==> src/rtl/spine_leaf_endpoint_if.sv <==
// Leaf-side and crossbar-side flit signals of one spine-link endpoint.
// slave is the endpoint; master is the leaf router / crossbar peer.
interface spine_leaf_endpoint_if #(
  parameter int DWIDTH = 16
);
  logic [DWIDTH-1:0] leaf_in_data;
  logic              leaf_in_valid;
  logic [DWIDTH-1:0] leaf_out_data;
  logic              leaf_out_valid;
  logic [5:0]        leaf_out_dest_addr;
  logic [DWIDTH-1:0] sw_tx_data;
  logic [5:0]        sw_tx_dest;
  logic              sw_tx_valid;
  logic              sw_tx_ready;
  logic [DWIDTH-1:0] sw_rx_data;
  logic              sw_rx_valid;
  logic              sw_rx_ready;

  modport slave (
    input  leaf_in_data, leaf_in_valid,
    output leaf_out_data, leaf_out_valid, leaf_out_dest_addr,
    output sw_tx_data, sw_tx_dest, sw_tx_valid,
    input  sw_tx_ready,
    input  sw_rx_data, sw_rx_valid,
    output sw_rx_ready
  );

  modport master (
    output leaf_in_data, leaf_in_valid,
    input  leaf_out_data, leaf_out_valid, leaf_out_dest_addr,
    input  sw_tx_data, sw_tx_dest, sw_tx_valid,
    output sw_tx_ready,
    output sw_rx_data, sw_rx_valid,
    input  sw_rx_ready
  );
endinterface

==> src/rtl/spine_leaf_endpoint.sv <==
// Spine-switch termination of a leaf router spine link: ingress FIFO
// toward the crossbar, paced single-pulse egress toward the leaf.
module spine_leaf_endpoint #(
  parameter int DWIDTH     = 16,
  parameter int DEPTH      = 8,
  parameter int EGRESS_GAP = 1
) (
  input  logic                     ACLK,
  input  logic                     ARESETn,
  spine_leaf_endpoint_if.slave     bus,
  output logic [$clog2(DEPTH):0]   ingress_count,
  output logic [7:0]               drop_count,
  output logic                     overflow
);
  localparam int AW = $clog2(DEPTH);
  localparam int CW = AW + 1;

  typedef enum logic [1:0] {IDLE, SEND, GAP} state_t;

  logic [DWIDTH-1:0] mem [DEPTH];
  logic [AW-1:0]     wr_ptr_q, wr_ptr_d;
  logic [AW-1:0]     rd_ptr_q, rd_ptr_d;
  logic [CW-1:0]     cnt_q, cnt_d;
  logic [7:0]        drop_q, drop_d;
  logic              ovf_q, ovf_d;
  logic              push, pop, drop;

  state_t            state_q;
  logic [3:0]        gap_q;
  logic [DWIDTH-1:0] out_data_q;
  logic              out_valid_q;
  logic              rdy_q;

  assign pop  = (cnt_q != '0) && bus.sw_tx_ready;
  assign push = bus.leaf_in_valid &&
                ((cnt_q < CW'(DEPTH)) || pop);
  assign drop = bus.leaf_in_valid && !push;

  always_comb begin
    wr_ptr_d = wr_ptr_q;
    rd_ptr_d = rd_ptr_q;
    cnt_d    = cnt_q;
    drop_d   = drop_q;
    ovf_d    = ovf_q;
    if (push) wr_ptr_d = wr_ptr_q + 1'b1;
    if (pop)  rd_ptr_d = rd_ptr_q + 1'b1;
    unique case (1'b1)
      push && !pop: cnt_d = cnt_q + 1'b1;
      pop && !push: cnt_d = cnt_q - 1'b1;
      default:      cnt_d = cnt_q;
    endcase
    if (drop) begin
      ovf_d = 1'b1;
      if (drop_q != 8'hFF) drop_d = drop_q + 1'b1;
    end
  end

  always_ff @(posedge ACLK or negedge ARESETn) begin
    if (!ARESETn) begin
      wr_ptr_q <= '0;
      rd_ptr_q <= '0;
      cnt_q    <= '0;
      drop_q   <= '0;
      ovf_q    <= 1'b0;
    end else begin
      wr_ptr_q <= wr_ptr_d;
      rd_ptr_q <= rd_ptr_d;
      cnt_q    <= cnt_d;
      drop_q   <= drop_d;
      ovf_q    <= ovf_d;
    end
  end

  // Storage needs no reset: nothing reads past the cleared pointers.
  always_ff @(posedge ACLK) begin
    if (push) mem[wr_ptr_q] <= bus.leaf_in_data;
  end

  assign bus.sw_tx_valid = (cnt_q != '0);
  assign bus.sw_tx_data  = mem[rd_ptr_q];
  assign bus.sw_tx_dest  = bus.sw_tx_data[DWIDTH-1 -: 6];
  assign ingress_count   = cnt_q;
  assign drop_count      = drop_q;
  assign overflow        = ovf_q;

  always_ff @(posedge ACLK or negedge ARESETn) begin
    if (!ARESETn) begin
      state_q     <= IDLE;
      gap_q       <= '0;
      out_data_q  <= '0;
      out_valid_q <= 1'b0;
      rdy_q       <= 1'b0;
    end else begin
      rdy_q <= 1'b1;
      unique case (state_q)
        IDLE: begin
          if (bus.sw_rx_valid && bus.sw_rx_ready) begin
            out_data_q  <= bus.sw_rx_data;
            out_valid_q <= 1'b1;
            state_q     <= SEND;
          end
        end
        SEND: begin
          out_valid_q <= 1'b0;
          gap_q       <= 4'(EGRESS_GAP);
          state_q     <= (EGRESS_GAP == 0) ? IDLE : GAP;
        end
        GAP: begin
          gap_q <= gap_q - 1'b1;
          if (gap_q <= 4'd1) state_q <= IDLE;
        end
        default: state_q <= IDLE;
      endcase
    end
  end

  assign bus.sw_rx_ready        = rdy_q && (state_q == IDLE);
  assign bus.leaf_out_valid     = out_valid_q;
  assign bus.leaf_out_data      = out_data_q;
  assign bus.leaf_out_dest_addr = out_data_q[DWIDTH-1 -: 6];
endmodule

==> src/flat_wrapper.sv <==
// flat-port wrapper written by rule: the top's interface ports become plain ports
module spine_leaf_endpoint_flat 
#(
  parameter int DWIDTH     = 16,
  parameter int DEPTH      = 8,
  parameter int EGRESS_GAP = 1
)
  (ACLK, ARESETn, ingress_count, drop_count, overflow, bus_leaf_in_data, bus_leaf_in_valid, bus_leaf_out_data, bus_leaf_out_valid, bus_leaf_out_dest_addr, bus_sw_tx_data, bus_sw_tx_dest, bus_sw_tx_valid, bus_sw_tx_ready, bus_sw_rx_data, bus_sw_rx_valid, bus_sw_rx_ready);
  spine_leaf_endpoint_if #(.DWIDTH(DWIDTH)) bus_i ();
  input  logic ACLK;
  input  logic ARESETn;
  output logic [$clog2(DEPTH):0] ingress_count;
  output logic [7:0] drop_count;
  output logic overflow;
  input wire logic [$bits(bus_i.leaf_in_data)-1:0] bus_leaf_in_data;
  input wire logic [$bits(bus_i.leaf_in_valid)-1:0] bus_leaf_in_valid;
  output wire logic [$bits(bus_i.leaf_out_data)-1:0] bus_leaf_out_data;
  output wire logic [$bits(bus_i.leaf_out_valid)-1:0] bus_leaf_out_valid;
  output wire logic [$bits(bus_i.leaf_out_dest_addr)-1:0] bus_leaf_out_dest_addr;
  output wire logic [$bits(bus_i.sw_tx_data)-1:0] bus_sw_tx_data;
  output wire logic [$bits(bus_i.sw_tx_dest)-1:0] bus_sw_tx_dest;
  output wire logic [$bits(bus_i.sw_tx_valid)-1:0] bus_sw_tx_valid;
  input wire logic [$bits(bus_i.sw_tx_ready)-1:0] bus_sw_tx_ready;
  input wire logic [$bits(bus_i.sw_rx_data)-1:0] bus_sw_rx_data;
  input wire logic [$bits(bus_i.sw_rx_valid)-1:0] bus_sw_rx_valid;
  output wire logic [$bits(bus_i.sw_rx_ready)-1:0] bus_sw_rx_ready;
  assign bus_i.leaf_in_data = bus_leaf_in_data;
  assign bus_i.leaf_in_valid = bus_leaf_in_valid;
  assign bus_leaf_out_data = bus_i.leaf_out_data;
  assign bus_leaf_out_valid = bus_i.leaf_out_valid;
  assign bus_leaf_out_dest_addr = bus_i.leaf_out_dest_addr;
  assign bus_sw_tx_data = bus_i.sw_tx_data;
  assign bus_sw_tx_dest = bus_i.sw_tx_dest;
  assign bus_sw_tx_valid = bus_i.sw_tx_valid;
  assign bus_i.sw_tx_ready = bus_sw_tx_ready;
  assign bus_i.sw_rx_data = bus_sw_rx_data;
  assign bus_i.sw_rx_valid = bus_sw_rx_valid;
  assign bus_sw_rx_ready = bus_i.sw_rx_ready;
  spine_leaf_endpoint #(.DWIDTH(DWIDTH), .DEPTH(DEPTH), .EGRESS_GAP(EGRESS_GAP)) u_core (.ACLK(ACLK), .ARESETn(ARESETn), .bus(bus_i), .ingress_count(ingress_count), .drop_count(drop_count), .overflow(overflow));
endmodule
==> config.mk <==
export PLATFORM = sky130hd
export DESIGN_NAME = spine_leaf_endpoint_flat
export DESIGN_NICKNAME = d
export VERILOG_FILES = /design/src/rtl/spine_leaf_endpoint_if.sv /design/src/rtl/spine_leaf_endpoint.sv /design/src/flat_wrapper.sv
export SDC_FILE = /design/constraint.sdc
export NUM_CORES = 1
export LEC_CHECK = 0
export CORE_ASPECT_RATIO = 0.7
export CORE_MARGIN = 1.5
export CORE_UTILIZATION = 45
export CTS_BUF_LIST = sky130_fd_sc_hd__clkbuf_4 sky130_fd_sc_hd__clkbuf_8 sky130_fd_sc_hd__clkbuf_16
export DETAILED_ROUTE_END_ITERATION = 10
export GPL_TIMING_DRIVEN = 0
export PLACE_DENSITY = 0.69
export REMOVE_ABC_BUFFERS = 1
export SETUP_SLACK_MARGIN = 0.05
export SKIP_CTS_REPAIR_TIMING = 1
export SLEW_MARGIN = 20
export SYNTH_ARGS = -nofsm -noshare
export SYNTH_HDL_FRONTEND = slang
export SYNTH_SLANG_ARGS = --single-unit
export TNS_END_PERCENT = 10
==> constraint.sdc <==
create_clock -name ACLK -period 8 [get_ports ACLK]
set_input_delay 1.6 -clock ACLK [delete_from_list [all_inputs] [get_ports ACLK]]
set_output_delay 1.6 -clock ACLK [all_outputs]
set_load 0.1 [all_outputs]
==> results_dict.tcl <==
set metrics [dict create \
    drv_cap 0 \
    nFillCells 1172 \
    die_area_mm2 0.01645 \
    period_needed_ps 4709 \
    worst_pin_slew_ps 1087 \
    drtIter0Drc 177 \
    nNetsFinal 531 \
    gp_congestion 0.7027 \
    synthCells 375 \
    diodes 0 \
    clock_path_buffers 2 \
    dr.pass1.iters 4 \
    top_usage_layer "met2" \
    dpl.hpwl_um 8411 \
    portBuffers 96 \
    critPathSlowestCell "clkdlybuf4s50_1" \
    crit_type "reg2out" \
    synth.area.top_cells "edfxtp_1 54%, dfrtp_1 15%, mux4_1 9.3%" \
    end_kind "output port" \
    tns_ps 0 \
    gr-total-overflow 0 \
    final-setup-viol-count 0 \
    h-tree-depth 4 \
    synth_top_cell_area_share 0.5447 \
    cts_buffers 17 \
    cts_tree "built" \
    antenna_found_initial 0 \
    hold_viol_final 0 \
    wl_per_cell_um 18.35 \
    fp.dieW_um 152.7 \
    met1_usage 0.2014 \
    cp_slowest_stage_delay_ps 970 \
    yosysSeqAreaShare 0.6972 \
    vias 3671 \
    synth_top_cell_by_area "edfxtp_1" \
    ys_warn_count 0 \
    path_buf_inv 2 \
    initial_utilization 0.4581 \
    grt_first_pass_wirelength_um 19880 \
    ys_ff_latch 171 \
    synthDistinctLibCells 39 \
    hold_path.class "reg2reg" \
    ant_nets 0 \
    path_cells "buf_12 -> mux4_1 -> mux2_2 -> clkdlybuf4s50_1" \
    drive_gt1_frac 0.2105 \
    fin_util 0.5746 \
    period_share 0.5887 \
    rows 38 \
    grt.met2_usage 0.2703 \
    chipHeight_um 107.8 \
    avgViaCountPerCell 5.290 \
    fmax_ghz 0.2123 \
    drc 0 \
    avgSynthCellArea_um2 18.82 \
    regArea_mm2 0.004922 \
    grt_setup_unrepaired "no" \
    root_buffer "clkbuf_16" \
    area_delta_synth_final_pct 25.43 \
    multi_input_area_mm2 0.001953 \
    met3_usage 0.05274 \
    relSlewSlack 0.2732 \
    cp-start-kind "register" \
    cts_sinks 171 \
    status "finished, final reports clean" \
    path_delay_family "buffers and inverters" \
    drv_slew 0 \
    arrival_ps 3110 \
    cp.required_ps 6400 \
    clkLatencyLatePin_ps 410 \
    grt_max_degree 35 \
    io_pins 97 \
    grt_pass1_vias 3757 \
    core_area_mm2 0.01540 \
    crit_fanout 24 \
    wl_um 12740 \
    clkTransAtPathRegs_ps 70 \
    syn_area_mm2 0.007057 \
    skew_ps 9.506 \
    gr-usage-all-layers 0.1607 \
]
-- path summary, 6_finish.rpt --
path	to	from	cells past startpoint	slack [ps]
max	bus_sw_tx_data[4]	u_core.rd_ptr_q[0]$_DFFE_PN0P_	4	3290
min	u_core.bus.leaf_out_data[6]$_DFFE_PN0P_	u_core.bus.leaf_out_data[6]$_DFFE_PN0P_	1	510
max reg2reg	u_core.ingress_count[3]$_DFFE_PN0P_	u_core.ingress_count[3]$_DFFE_PN0P_	9	5370
min reg2reg	u_core.bus.leaf_out_data[6]$_DFFE_PN0P_	u_core.bus.leaf_out_data[6]$_DFFE_PN0P_	1	510
max in group asynchronous	u_core.rd_ptr_q[0]$_DFFE_PN0P_	ARESETn	2	6370
min in group asynchronous	u_core.bus.leaf_out_data[4]$_DFFE_PN0P_	ARESETn	1	1140
-- area by class of cell --
type | count | area share
tap | 200 | 0.02827
sequential | 171 | 0.5561
timing repair buffer | 112 | 0.1267
inverter | 12 | 0.005089
multi-input combinational | 167 | 0.2207
clock buffer | 17 | 0.04806
clock inverter | 15 | 0.01513
-- cells by family (layout without fill, tap and decap cells) --
kind of cell / Yosys count / count (layout) / share of synthesized area
flops: 171 / 171 / 0.6972
mux: 71 / 71 / 0.1775
simple gates: 53 / 53 / 0.03919
buf+inv: 37 / 156 / 0.03085
compound gates: 20 / 20 / 0.01950
fa+ha+maj: 13 / 13 / 0.02411
xor+xnor: 9 / 9 / 0.01117
other cells: 1 / 1 / 0.0005314
-- layout by cell type (no fill, tap or decap), drive strengths merged --
master and count:
a41o 1, clkdlybuf4s50 95, nor3 8, a2111oi 1
nand2 11, nand4b 2, ha 12, or3 1
nor4 2, mux4 32, o21ai 8, o21a 2
clkinv 5, nand3 8, nand3b 2, clkinvlp 3
clkbuf 17, inv 19, nor3b 1, dfrtp 43
nor2 8, a21oi 6, and2 1, xor2 1
mux2i 1, edfxtp 128, and4 1, fa 1
or4 1, mux2 38, buf 17, o22ai 1
nand2b 6, nand4 1, conb 1, xnor2 8
o311ai 1
-- worst reg2reg max path, delay by kind of cell, from the launching register on --
kind            cells  cell delay (ps)
simple gates        4             1140
buf+inv             2              140
flops               1              470
fa+ha+maj           2              640
compound gates      1              110
-- synth_stat cells --
library cell	n
ha_1	12
nor4_1	2
mux2i_1	1
and4_1	1
edfxtp_1	128
clkbuf_2	1
or3_1	1
buf_2	2
or4_1	1
conb_1	1
fa_1	1
nand3b_1	2
mux2_2	38
xor2_1	1
and2_1	1
nor3_1	8
o21ai_0	8
clkbuf_1	5
nor3b_1	1
mux4_2	7
nand3_1	8
nor2_1	8
o21a_1	2
nand4b_1	2
mux4_1	25
o22ai_1	1
a2111oi_4	1
inv_1	12
buf_6	4
o311ai_0	1
nand4_1	1
a41o_1	1
nand2_1	11
buf_1	1
a21oi_1	6
buf_4	12
xnor2_1	8
nand2b_1	6
dfrtp_1	43
-- state kept, by name, summed over array words and instances, names as in the netlist --
register	cells
u_core.overflow	1
u_core.drop_count	8
u_core.state_q	2
u_core.mem	128
u_core.wr_ptr_q	3
u_core.rdy_q	1
u_core.bus.leaf_out_data	16
u_core.ingress_count	4
u_core.rd_ptr_q	3
u_core.gap_q	4
u_core.bus.leaf_out_valid	1
-- metrics by stage --
step                instances  cell area (um^2)  hold slack, ps  setup slack (ps)
floorplan                 350              6884           481.3              3908
global placement          646              8095           470.1              1968
detailed placement        662              8292           483.4              3694
CTS                       694              8851           513.5              3235
global route              694              8851           528.2              3162
finish                    694              8851           507.0              3291
-- routing by layer --
layer | vias to the layer above | wire length (um)
li1 | 1686 | -
met1 | 1891 | 5628
met2 | 92 | 6370
met3 | 2 | 722
met4 | 0 | 17
met5 | - | 0
Power is not shown: default switching activity piles up to over one toggle a cycle in this logic, so the estimate is an artifact.
